`src/rtl/bullet_selector.sv`:
```
// Bullet-type selector and fire controller: per-type ammo tracking, fire cooldown,
// reload, next-type cycling and optional fallback to the unlimited default weapon.
module bullet_selector #(
    parameter int NUM_TYPES     = 5,
    parameter int SEL_W         = 3,
    parameter int AMMO_W        = 4,
    parameter int MAX_AMMO      = 9,
    parameter int COOLDOWN      = 8,
    parameter bit AUTO_FALLBACK = 1'b1
) (
    input  logic                 clk,
    input  logic                 reset,
    input  logic [NUM_TYPES-1:0] sel_n,
    input  logic                 cycle_next,
    input  logic                 shoot,
    input  logic                 reload,
    output logic [SEL_W-1:0]     bullet_type,
    output logic                 fire,
    output logic [SEL_W-1:0]     fire_type,
    output logic [AMMO_W-1:0]    ammo,
    output logic                 empty,
    output logic                 busy
);

    localparam int CW = (COOLDOWN > 1) ? $clog2(COOLDOWN) : 1;
    localparam logic [AMMO_W-1:0] FULL      = AMMO_W'(MAX_AMMO);
    localparam logic [SEL_W-1:0]  LAST_TYPE = SEL_W'(NUM_TYPES - 1);
    localparam logic [CW-1:0]     COOL_LOAD = CW'(COOLDOWN - 1);

    typedef enum logic {READY, COOL} state_t;

    state_t               state, state_next;
    logic [CW-1:0]        cool_cnt, cool_cnt_next;
    logic [AMMO_W-1:0]    counts      [NUM_TYPES];
    logic [AMMO_W-1:0]    counts_next [NUM_TYPES];
    logic                 shoot_q;
    logic                 armed;
    logic                 req;
    logic                 has_ammo;
    logic                 do_fire;
    logic                 sel_hit;
    logic [SEL_W-1:0]     sel_idx;
    logic [SEL_W-1:0]     type_next;
    logic [AMMO_W-1:0]    ammo_next;

    // armed stays low while shoot is held low across reset, so releasing reset
    // with the button down is not mistaken for a fresh falling edge.
    always_comb begin
        req      = shoot_q & ~shoot & armed;
        has_ammo = (bullet_type == '0) || (counts[bullet_type] != '0);
        do_fire  = (state == READY) && req && has_ammo;

        counts_next = counts;
        counts_next[0] = FULL;
        for (int i = 1; i < NUM_TYPES; i++) begin
            if (reload)
                counts_next[i] = FULL;
            else if (do_fire && (bullet_type == SEL_W'(i)))
                counts_next[i] = counts[i] - AMMO_W'(1);
        end

        sel_hit = 1'b0;
        sel_idx = '0;
        for (int i = NUM_TYPES - 1; i >= 0; i--) begin
            if (!sel_n[i]) begin
                sel_hit = 1'b1;
                sel_idx = SEL_W'(i);
            end
        end

        if (sel_hit)
            type_next = sel_idx;
        else if (cycle_next)
            type_next = (bullet_type == LAST_TYPE) ? '0 : bullet_type + SEL_W'(1);
        else if (AUTO_FALLBACK && (bullet_type != '0) && (counts[bullet_type] == '0))
            type_next = '0;
        else
            type_next = bullet_type;

        ammo_next = (type_next == '0) ? FULL : counts_next[type_next];

        state_next    = state;
        cool_cnt_next = cool_cnt;
        if (state == READY) begin
            if (do_fire) begin
                state_next    = COOL;
                cool_cnt_next = COOL_LOAD;
            end
        end else begin
            if (cool_cnt == '0)
                state_next = READY;
            else
                cool_cnt_next = cool_cnt - CW'(1);
        end
    end

    always_ff @(posedge clk) begin
        if (reset) begin
            state       <= READY;
            cool_cnt    <= '0;
            shoot_q     <= 1'b1;
            armed       <= shoot;
            for (int i = 0; i < NUM_TYPES; i++)
                counts[i] <= FULL;
            bullet_type <= '0;
            fire        <= 1'b0;
            fire_type   <= '0;
            ammo        <= FULL;
            empty       <= 1'b0;
            busy        <= 1'b0;
        end else begin
            state       <= state_next;
            cool_cnt    <= cool_cnt_next;
            shoot_q     <= shoot;
            armed       <= armed | shoot;
            counts      <= counts_next;
            bullet_type <= type_next;
            fire        <= do_fire;
            fire_type   <= do_fire ? bullet_type : '0;
            ammo        <= ammo_next;
            empty       <= (type_next != '0) && (ammo_next == '0);
            busy        <= (state_next == COOL);
        end
    end

endmodule

```
`config.mk`:
```
export PLATFORM = sky130hd
export DESIGN_NAME = bullet_selector
export DESIGN_NICKNAME = d
export VERILOG_FILES = /design/src/rtl/bullet_selector.sv
export SDC_FILE = /design/constraint.sdc
export NUM_CORES = 1
export LEC_CHECK = 0
export BUFFER_PORTS_ARGS = -buffer_cell sky130_fd_sc_hd__buf_2
export CAP_MARGIN = 30
export CORE_MARGIN = 3
export CORE_UTILIZATION = 35
export CTS_CLUSTER_SIZE = 10
export DETAILED_ROUTE_END_ITERATION = 8
export PLACE_DENSITY = 0.62
export REMOVE_ABC_BUFFERS = 1
export SLEW_MARGIN = 15
export SYNTH_ARGS = -nofsm -noshare
export SYNTH_HDL_FRONTEND = slang
export SYNTH_SLANG_ARGS = --single-unit
```
`constraint.sdc`:
```
create_clock -name clk -period 2.6 [get_ports clk]
set_input_delay 0.13 -clock clk [delete_from_list [all_inputs] [get_ports clk]]
set_output_delay 0.13 -clock clk [all_outputs]
set_load 0.05 [all_outputs]
```
# Yosys cells after proc, flatten, opt, wreduce, memory -nomap -nowiden
# Index checks and enable logic that the tools add are counted.
[word_totals]
ff_bits = 38
out_inout_bits = 13
wordCells = 91
[classes]
n_addsub = 6
magnitude_cmp = 2
n_eq_ne = 5
n_mux = 36
bitwise_logic = 8
reduce_logical = 20
[ops]
columns = ["op", "n"]
rows = [
  ["two-way mux 4 bit", 13],
  ["two-way mux 3 bit", 12],
  ["binary-select mux 4 bit (select 3 bit)", 2],
  ["subtractor 4 x 1 -> 4 bit (second input constant)", 4],
  ["logical NOT 3 bit", 3],
  ["two-way mux 1 bit", 9],
  [">= comparator 4 bit (second input constant)", 2],
  ["logical AND 1 bit", 8],
  ["logical NOT 4 bit", 2],
  ["NOT 3 -> 4 bit", 2],
  ["== test 3 x 2 -> 1 bit (second input constant)", 2],
  ["nonzero test 3 bit", 2],
  ["nonzero test 4 bit", 1],
  ["adder 3 x 1 -> 3 bit (second input constant)", 1],
  ["== test 3 x 1 -> 1 bit (second input constant)", 1],
  ["== test 3 bit (second input constant)", 1],
  ["NOT 1 bit", 3],
  ["subtractor 3 x 1 -> 3 bit (second input constant)", 1],
  ["AND 1 bit", 2],
  ["!= test 2 bit (second input constant)", 1],
  ["AND reduction 2 bit", 1],
  ["nonzero test 2 bit", 1],
  ["OR reduction 2 bit", 1],
  ["logical OR 1 bit", 1],
  ["OR 1 bit", 1],
]

# Logic depth before layout (Yosys ltp)
# Gate-level depths: netlist of the first run.
[logic_depth]
word_depth = 16
mapped_depth = 11

# Worst setup path after synthesis of the first run
# No wires, ideal clock.
[synth_path]
path_kind = "register to register"
start = "register bullet_type[0]"
end = "register empty"
setup_ps = 130
arrival_ps = 2711
required_time_ps = 2470
path_slack_ps = -241
path_stages_with_launch = 11
n_path_buf = 1
synth_period_minus_slack_ps = 2841
cell_sequence = "dfxtp_1 -> inv_1 -> ha_1 -> and2b_4 -> nand3_2 -> a41oi_1 -> o21a_1 -> buf_6 -> o22ai_1 -> a211oi_1 -> nor4b_2"
[synth_between]
elab_chain_len = 16
[synth_lines]
columns = ["item", "line_no", "rtl"]
rows = [
  ["from (decl)", "17", "output logic [SEL_W-1:0] bullet_type,"],
  ["from (signal assigned)", "117", "bullet_type <= type_next;"],
  ["NOT 3 -> 4 bit (implied by the code)", "50, 75", ""],
  ["binary-select mux 4 bit (select 3 bit)", "50, 75", ""],
  ["two-way mux 4 bit (implied by the code) (2 in a row)", "50, 75", ""],
  ["logical NOT 4 bit / nonzero test 4 bit (equally long branches)", "75, 50", ""],
  ["logical AND 1 bit / logical OR 1 bit (equally long branches)", "75, 50", ""],
  ["two-way mux 3 bit / logical AND 1 bit (equally long branches)", "75, 51", ""],
  ["two-way mux 3 bit / logical AND 1 bit (equally long branches)", "73, 58", ""],
  ["two-way mux 3 bit / two-way mux 4 bit (equally long branches)", "71, 58", ""],
  ["NOT 3 -> 4 bit (implied by the code) / two-way mux 4 bit (equally long branches)", "80, 56", ""],
  ["binary-select mux 4 bit (select 3 bit)", "80", "ammo_next = (type_next == '0) ? FULL : counts_next[type_next];"],
  ["two-way mux 4 bit (implied by the code) (2 in a row)", "80", ""],
  ["two-way mux 4 bit", "80", ""],
  ["logical NOT 4 bit", "121", "empty <= (type_next != '0) && (ammo_next == '0);"],
  ["logical AND 1 bit (*)", "121", ""],
  ["to (signal assigned)", "121", ""],
  ["to (decl)", "21", "output logic empty,"],
]
# Every way passes the cells marked *; elsewhere a longest branch is shown, timed or not. The select of a mux whose other input is x is not followed.
# A chain may end at the register's enable or synchronous reset.

# Worst setup path in the final report of the first run
# Ends and elaborated chain as after synthesis.

==> reports/summary.md, run 1 <==
In this run the tightest slew margin relative to its limit is 53.5%. The cell taking the most area after synthesis is sky130_fd_sc_hd__dfxtp_1. For this configuration, the core starts out at a cell density of 37.5%. The flow ran to the end, and the final reports show no timing, DRC or antenna violations.

Type of the most critical hold path: in2reg. The vias per cell works out to 5.14. The setup slack after layout came out at 160 ps. The end of the worst register-to-register path is empty. The tree is rooted in a sky130_fd_sc_hd__clkbuf_8. CTS saw 34 sinks.

For this run, the register share of the synthesized area comes to 34.4%. The run gives 2 as the H-tree level count. For this run, the share of the core covered by cells in the final layout is 43.4%.

The tools report the portion of total power attributed to combinational logic as 13.5%. The tools report the pin count of the biggest net entering global routing as 19. The type of origin of the critical path was a flip-flop. The unique cell type count in the Yosys netlist is 64. The die covers 6590 µm². The placed instances occupy a cell area of 2190 µm². For the floorplan core area, the log shows 5270 µm².

The synthesized netlist cell count is 214, and the maximum buffer depth of the clock tree is 2. The cell area after synthesis came out at 1980 µm². After clock tree synthesis, the clock-pin slew on the worst setup and hold paths is 70 ps. The logs give 0 for the number of slew-limit violations in the final report and 0.761 mW for the internal portion of total power.

Measured along the x axis, the die boundary spans 81.2 µm. For the clock latency reported for the late side of the worst-skew pair, the log shows 280 ps. For the number of routed nets with antenna violations, the log shows 0.

The final RePlAce weighted congestion was 0.922; the number of setup violations in the final report was 0. The DRC violation count after routing was 0; the overall global routing resource usage was 15.5%. STA puts the critical path data required time at 2790 ps.

The run gives 4450 µm as the aggregate routed wire length. The initial antenna violation count was 0. For hold timing, the worst endpoint is armed. The number of buffer and inverter instances along the worst setup path came out at 1.

The total count of hold-check failures in the final report was 0; the number of buffers inserted by post-CTS setup repair was 0. The critical path depth was 10; the final layout net count was 266. For the number of warning messages in the yosys log, the log shows 0. The critical path goes through inv_1 > ha_2 > and2b_4 > a31oi_4 > a31o_4 > nand3_4 > or4_1 > xor2_2 > o2111ai_2 > nor4b_2. In this run switching power makes up 26.8% of total power. Data on the critical path arrives at its endpoint at 2630 ps. The critical path is of the reg2reg type. Kind of end point of the critical path: a flip-flop. The run gives 0.259 mV as the largest vdd supply drop. The pre-antenna-repair detailed-routing pass consisted of 4 iterations. Of all nets on the critical path, the largest fanout is 5. The pre-CTS setup slack is 108 ps, and the slew at the pin closest to its max-slew limit is 696 ps. Setup repair after global routing left no endpoint under its margin.

Registers are responsible for 52.1% of the overall power. The logs give 0 for the total overflow reported by the global router and 0 for the antenna diode count. The kind of cell with the highest combined delay on the critical path is simple AND/OR/NAND/NOR gates.

The number of max-cap violations is 0, and the post-route minimum period is 2440 ps. The slowest stage of the critical path is the sky130_fd_sc_hd__or4_1 cell. Yosys attributes the largest share of cell area to sky130_fd_sc_hd__dfxtp_1 (34%), sky130_fd_sc_hd__ha_1 (7.0%), sky130_fd_sc_hd__nand2_1 (4.4%). The startpoint identified for the worst register-to-register timing path is bullet_type[0]. Of all flip-flops after synthesis, the portion carrying an async set or reset was 0%.

Via total after detailed routing: 1618. The power density relative to cell area is 455 nW/µm². Final hold analysis gives a worst-case slack of 68.6 ps.

The run gives 0 as the post-CTS resize count. The first global-routing pass estimated 7780 µm of wire. After routing, the total negative slack on setup checks comes to 0 ps.

After detailed placement, the design holds a cell count of 308. Buffers placed on the I/O ports in this run total 22. The post-route netlist has 29.4% of its cells at a drive strength greater than 1. The tools report the origin of the worst min-delay path as shoot. The logs give 315 for the non-filler instance count after layout and 0 for the number of buffers added to fix hold violations after cts.

Number of top-level design ports: 23. The worst hold path was traced through 2 stages. The tools report the reported leakage power as 0.881 nW. Commonest non-fill, non-tap cell in the layout: sky130_fd_sc_hd__dfxtp_1.

The finished cells cover 2290 µm². The most used flip-flop cell after synthesis is sky130_fd_sc_hd__dfxtp_1. The floorplan step set the die height to 81.2 µm. In this run the power spent charging and discharging nets is 0.279 mW. The filler cells instantiated in the layout total 532. The top cell types in the final layout, fill and taps aside, are sky130_fd_sc_hd__dfxtp_1 (34), sky130_fd_sc_hd__nand2_1 (23), sky130_fd_sc_hd__buf_2 (22), sky130_fd_sc_hd__inv_1 (18), sky130_fd_sc_hd__nor2_1 (18).

Power comes to 1.04 mW. Fraction of synthesized cell area taken by the top area cell type: 34.4%. The via count of the first global-routing pass is 1615. The count of state elements after synthesis was 34; the iteration-0 DRC count of the detailed router was 103. TritonCTS built the clock tree. The area growth from synthesis to layout is 15.6%. After layout, the worst path uses 93.8% of the clock period.

For the final database, setup skew stands at 6.24 ps. The fmax came out at 410 MHz. Across all register-to-register paths, the minimum setup slack is 160 ps. The synthesized design contains 0 enable-type register cells.

The worst register-to-register path has a depth of 10. The clock network burns 34.4% of the power. Dividing the synthesized area by the synthesized cell count gives 9.24 µm². For this run, the slowest stage of the critical path takes 470 ps. The number of buffers created by CTS is 5, and the placed wire-length estimate is 3590 µm. The floorplan has 26 rows. The detail-routed net length per standard cell is 14.1 µm.
[routing by layer]
layer	GRT usage (%)	wire (µm)	up-vias	part of all wire, %
li1	-	-	820	-
met1	20.1	2090	756	47
met2	24.6	2020	36	45
met3	3.77	261	6	5.9
met4	6.42	84	0	1.9
met5	0	0	-	0
[cell type report]
cell class	count	area (µm²)	share of cell area [%]
inverter	19	71.3	3.12
clock inverter	2	10.0	0.438
sequential	34	681	29.8
clock buffer	5	68.8	3.01
timing repair buffer	29	163	7.11
multi-input combinational	156	1210	52.7
tap	70	87.6	3.83
[worst max path at each step]
stage | endpoint | startpoint | slack [ps]
floorplan | ammo[1] | bullet_type[0] | -580
global placement | ammo[1] | bullet_type[0] | 90
detailed placement | ammo[1] | bullet_type[0] | 110
CTS | ammo[1] | bullet_type[0] | 80
global route | ammo[1] | bullet_type[0] | 20
finish | empty | bullet_type[0] | 160
[kinds of logic (layout without fill, tap and decap cells)]
logic type | count (synthesis) | in the layout | share of synthesized area [%]
XOR/XNOR | 11 | 11 | 4.87
buffers and inverters | 24 | 55 | 5.44
flip-flops | 34 | 34 | 34.4
AND/OR/NAND/NOR | 91 | 91 | 29.6
adder cells (fa/ha/maj) | 11 | 11 | 6.96
AO/OA/AOI/OAI | 42 | 42 | 18.2
multiplexers | 1 | 1 | 0.506
[power by group through the flow]
stage          Sequential [mW]  Clock (mW)  Combinational, mW
3_5_place_dp             0.554           0              0.139
3_3_place_gp             0.554           0              0.138
6_report                 0.542       0.358              0.141
4_1_cts                  0.542       0.373              0.140
5_1_grt                  0.544       0.399              0.157
2_1_floorplan            0.572           0             0.0755
[state kept, by name (all words and copies together) (netlist names), 3 cells and up]
register / flops
cool_cnt: 3
counts: 16
fire_type: 3
bullet_type: 3
ammo: 4
[worst register-to-register path: cells and delay by family (launching register included)]
kind | cells | cell delay [ps]
AND/OR/NAND/NOR | 4 | 1010
AO/OA/AOI/OAI | 3 | 530
flip-flops | 1 | 310
adder cells (fa/ha/maj) | 1 | 220
XOR/XNOR | 1 | 190
buffers and inverters | 1 | 70
[Yosys cell counts, drive strengths merged (3+ instances only)]
cell and count:
nor3 8, nor2 19, nand2 24, nor4 6, a21oi 4, ha 11, xor2 5, o21ai 10
nand4 5, or2 6, and2 5, o211ai 3, dfxtp 34, clkbuf 4, inv 19, nand3 6
xnor2 6
(Power assumes the default switching activity.)
==> run 2, diff against run 1 <==
--- a/config.mk
+++ b/config.mk
@@ -11,7 +11,7 @@
 export CORE_UTILIZATION = 35
 export CTS_CLUSTER_SIZE = 10
 export DETAILED_ROUTE_END_ITERATION = 8
-export PLACE_DENSITY = 0.62
+export PLACE_DENSITY = 0.52
 export REMOVE_ABC_BUFFERS = 1
 export SLEW_MARGIN = 15
 export SYNTH_ARGS = -nofsm -noshare
==> constraint.sdc (replaced) <==
create_clock -name clk -period 2.9 [get_ports clk]
set_input_delay 0.145 -clock clk [delete_from_list [all_inputs] [get_ports clk]]
set_output_delay 0.145 -clock clk [all_outputs]
set_load 0.05 [all_outputs]
==> reports/summary.md, run 2 (synthesis gave the netlist of run 1 again) <==
In this run the remaining antenna-violating nets after routing total 0. Setup repair after global routing left no endpoint under its margin. After global routing the overflow that remains totals 0. The run gives 0 as the initial antenna violation count. The critical path is of the reg2reg type. The kind of end point of the critical path was a flip-flop. The logs give 299 ps for the setup slack after layout and 0 for the post-CTS resize count. The filler cells instantiated in the layout total 544. After detailed routing, the total wire length is 4490 µm. In the final routed layout, each cell accounts on average for 14.3 µm.

The number of top-level design ports came out at 23. In the global route stage, overall resource usage came out at 15.2%. The number of setup violations in the final report came out at 0. The worst hold path belongs to the class in2reg. The run gives 3090 ps as the data required time of the worst path. The via count of the first global-routing pass is 1554. Hold timing on the final database bottoms out at a slack of 83.5 ps. For the final routed database, the setup TNS stands at 0 ps. The largest vdd supply drop is 0.179 mV, and the pre-CTS setup slack is 316 ps. The normalized max-slew margin came out at 52.0%. Type of origin of the critical path: a flip-flop.

The final route contains 1596 vias. The flow ran to the end, and the final reports show no timing, DRC or antenna violations. Overall die area: 6590 µm². The DRC violation count after routing was 0; the clock latency reported for the late side of the worst-skew pair was 280 ps. Buffers placed on the I/O ports in this run total 22. The number of rows created at floorplan was 26; the number of slew-limit violations in the final report was 0. For this design the static power due to leakage is 0.867 nW. The clock passes through at most 2 buffers.

The largest registers in the layout are counts: 16 flops, ammo: 4 flops. Entering global routing, the biggest net connects 19 pins. The CTS clock-pin slew for the worst setup and hold paths was 70 ps. The number of buffers inserted by post-CTS setup repair is 0. The pre-antenna-repair detailed-routing pass consisted of 4 iterations. The tools report the number of buffers added to fix hold violations after cts as 0. The placed wire-length estimate came out at 3600 µm. Relative to the synthesized area, the layout overhead comes to 14.5%. Dividing the detail-routed via count by the number of cells gives 5.10. Counting every sink on the clock net gives 34.

Iteration-0 DRC count of the detailed router: 105. The H-tree was split into 2 levels. Along the worst path, the maximum fanout reaches 5.

The total count of hold-check failures in the final report was 0; the power density relative to cell area was 430 nW/µm². The die is 81.2 µm tall. The die width works out to 81.2 µm. Number of max-cap violations: 0. Final RePlAce weighted congestion: 0.815. The placed instances occupy a cell area of 2170 µm². The smallest clock period supported by the final layout is computed as 2600 ps.

TritonCTS created 5 clock buffers. Data arrives at the worst endpoint at 2790 ps. 0 antenna diodes ended up in the layout. On the final layout, the worst clock skew is 5.80 ps. For this run, the post-layout net count is 263. The run gives 5270 µm² as the floorplan core area. The slew at the pin closest to its max-slew limit came out at 718 ps. Overall power consumption after layout is estimated at 0.973 mW.

The number of flip-flops in the largest register was 16. Share of cells above drive strength 1: 27.2%. TritonCTS built the clock tree. The run gives 2260 µm² as the design area.

Once the floorplan was initialized, standard cells occupied 37.5% of the core. In the layout the commonest cells are sky130_fd_sc_hd__dfxtp_1 (34), sky130_fd_sc_hd__nand2_1 (23), sky130_fd_sc_hd__buf_2 (22), sky130_fd_sc_hd__inv_1 (18), sky130_fd_sc_hd__nor2_1 (18). The largest register by flop count was counts. The part of the cycle the worst path needs works out to 89.7%.

The fmax is 385 MHz. The tree is rooted in a sky130_fd_sc_hd__clkbuf_8. Leaving out fill and tap cells, the most frequent cell in the layout is sky130_fd_sc_hd__dfxtp_1.

The first global-routing pass estimated 7640 µm of wire.
[run 2: cell count changes in the layout (fill, tap and decap cells not counted), sizes merged]
cell,delta
buf,-3
clkinv,-1
clkinvlp,+1
clkbuf,+1
[run 2: critical path, cell delays in order, from the launching register on]
cell and delay, ps:
sky130_fd_sc_hd__dfxtp_1 320, sky130_fd_sc_hd__inv_1 120, sky130_fd_sc_hd__ha_1 270, sky130_fd_sc_hd__and2b_4 240
sky130_fd_sc_hd__a31oi_4 180, sky130_fd_sc_hd__a31o_4 200, sky130_fd_sc_hd__nand3_4 100, sky130_fd_sc_hd__or4_1 420
sky130_fd_sc_hd__xor2_1 240, sky130_fd_sc_hd__o2111ai_2 190, sky130_fd_sc_hd__nor4b_2 230
[run 2: where the power goes]
group / internal, mW / switching, mW
combinational: 0.0429 / 0.0811
sequential: 0.478 / 0.00830
clock: 0.191 / 0.172
total: 0.712 / 0.261
[run 2: layout make-up]
cell class                      instances  area [µm²]  share of cell area [%]
Tap cell                               70        87.6                    3.87
Multi-Input combinational cell        156        1190                    52.5
Inverter                               19        71.3                    3.15
Timing Repair Buffer                   26         140                    6.19
Clock buffer                            6        82.6                    3.65
Clock inverter                          2        12.5                   0.552
Sequential cell                        34         681                    30.1
[run 2: path summary, 6_finish.rpt]
path	start	to	slack, ps	cells past startpoint
worst max-delay path	bullet_type[1]	empty	300	10
worst min register to register	cool_cnt[1]	cool_cnt[1]	510	2
worst min-delay path	shoot	armed	80	2
worst max register to register	bullet_type[1]	empty	300	10
[run 2: routing by layer]
metal  vias up  GRT usage [%]  wire, µm  part of all wire (%)
met1       742           20.9      2280                    51
met2        28           23.6      1980                    44
met3         6           3.44       169                   3.8
met4         0           4.90        53                   1.2
met5         -              0         0                     0
li1        820              -         -                     -
[run 2: through the flow]
stage | util, % | instances
floorplan | - | 209
global placement | 41.2 | 305
detailed placement | 41.2 | 305
CTS | 43.0 | 313
global route | 43.0 | 313
finish | 43.0 | 313
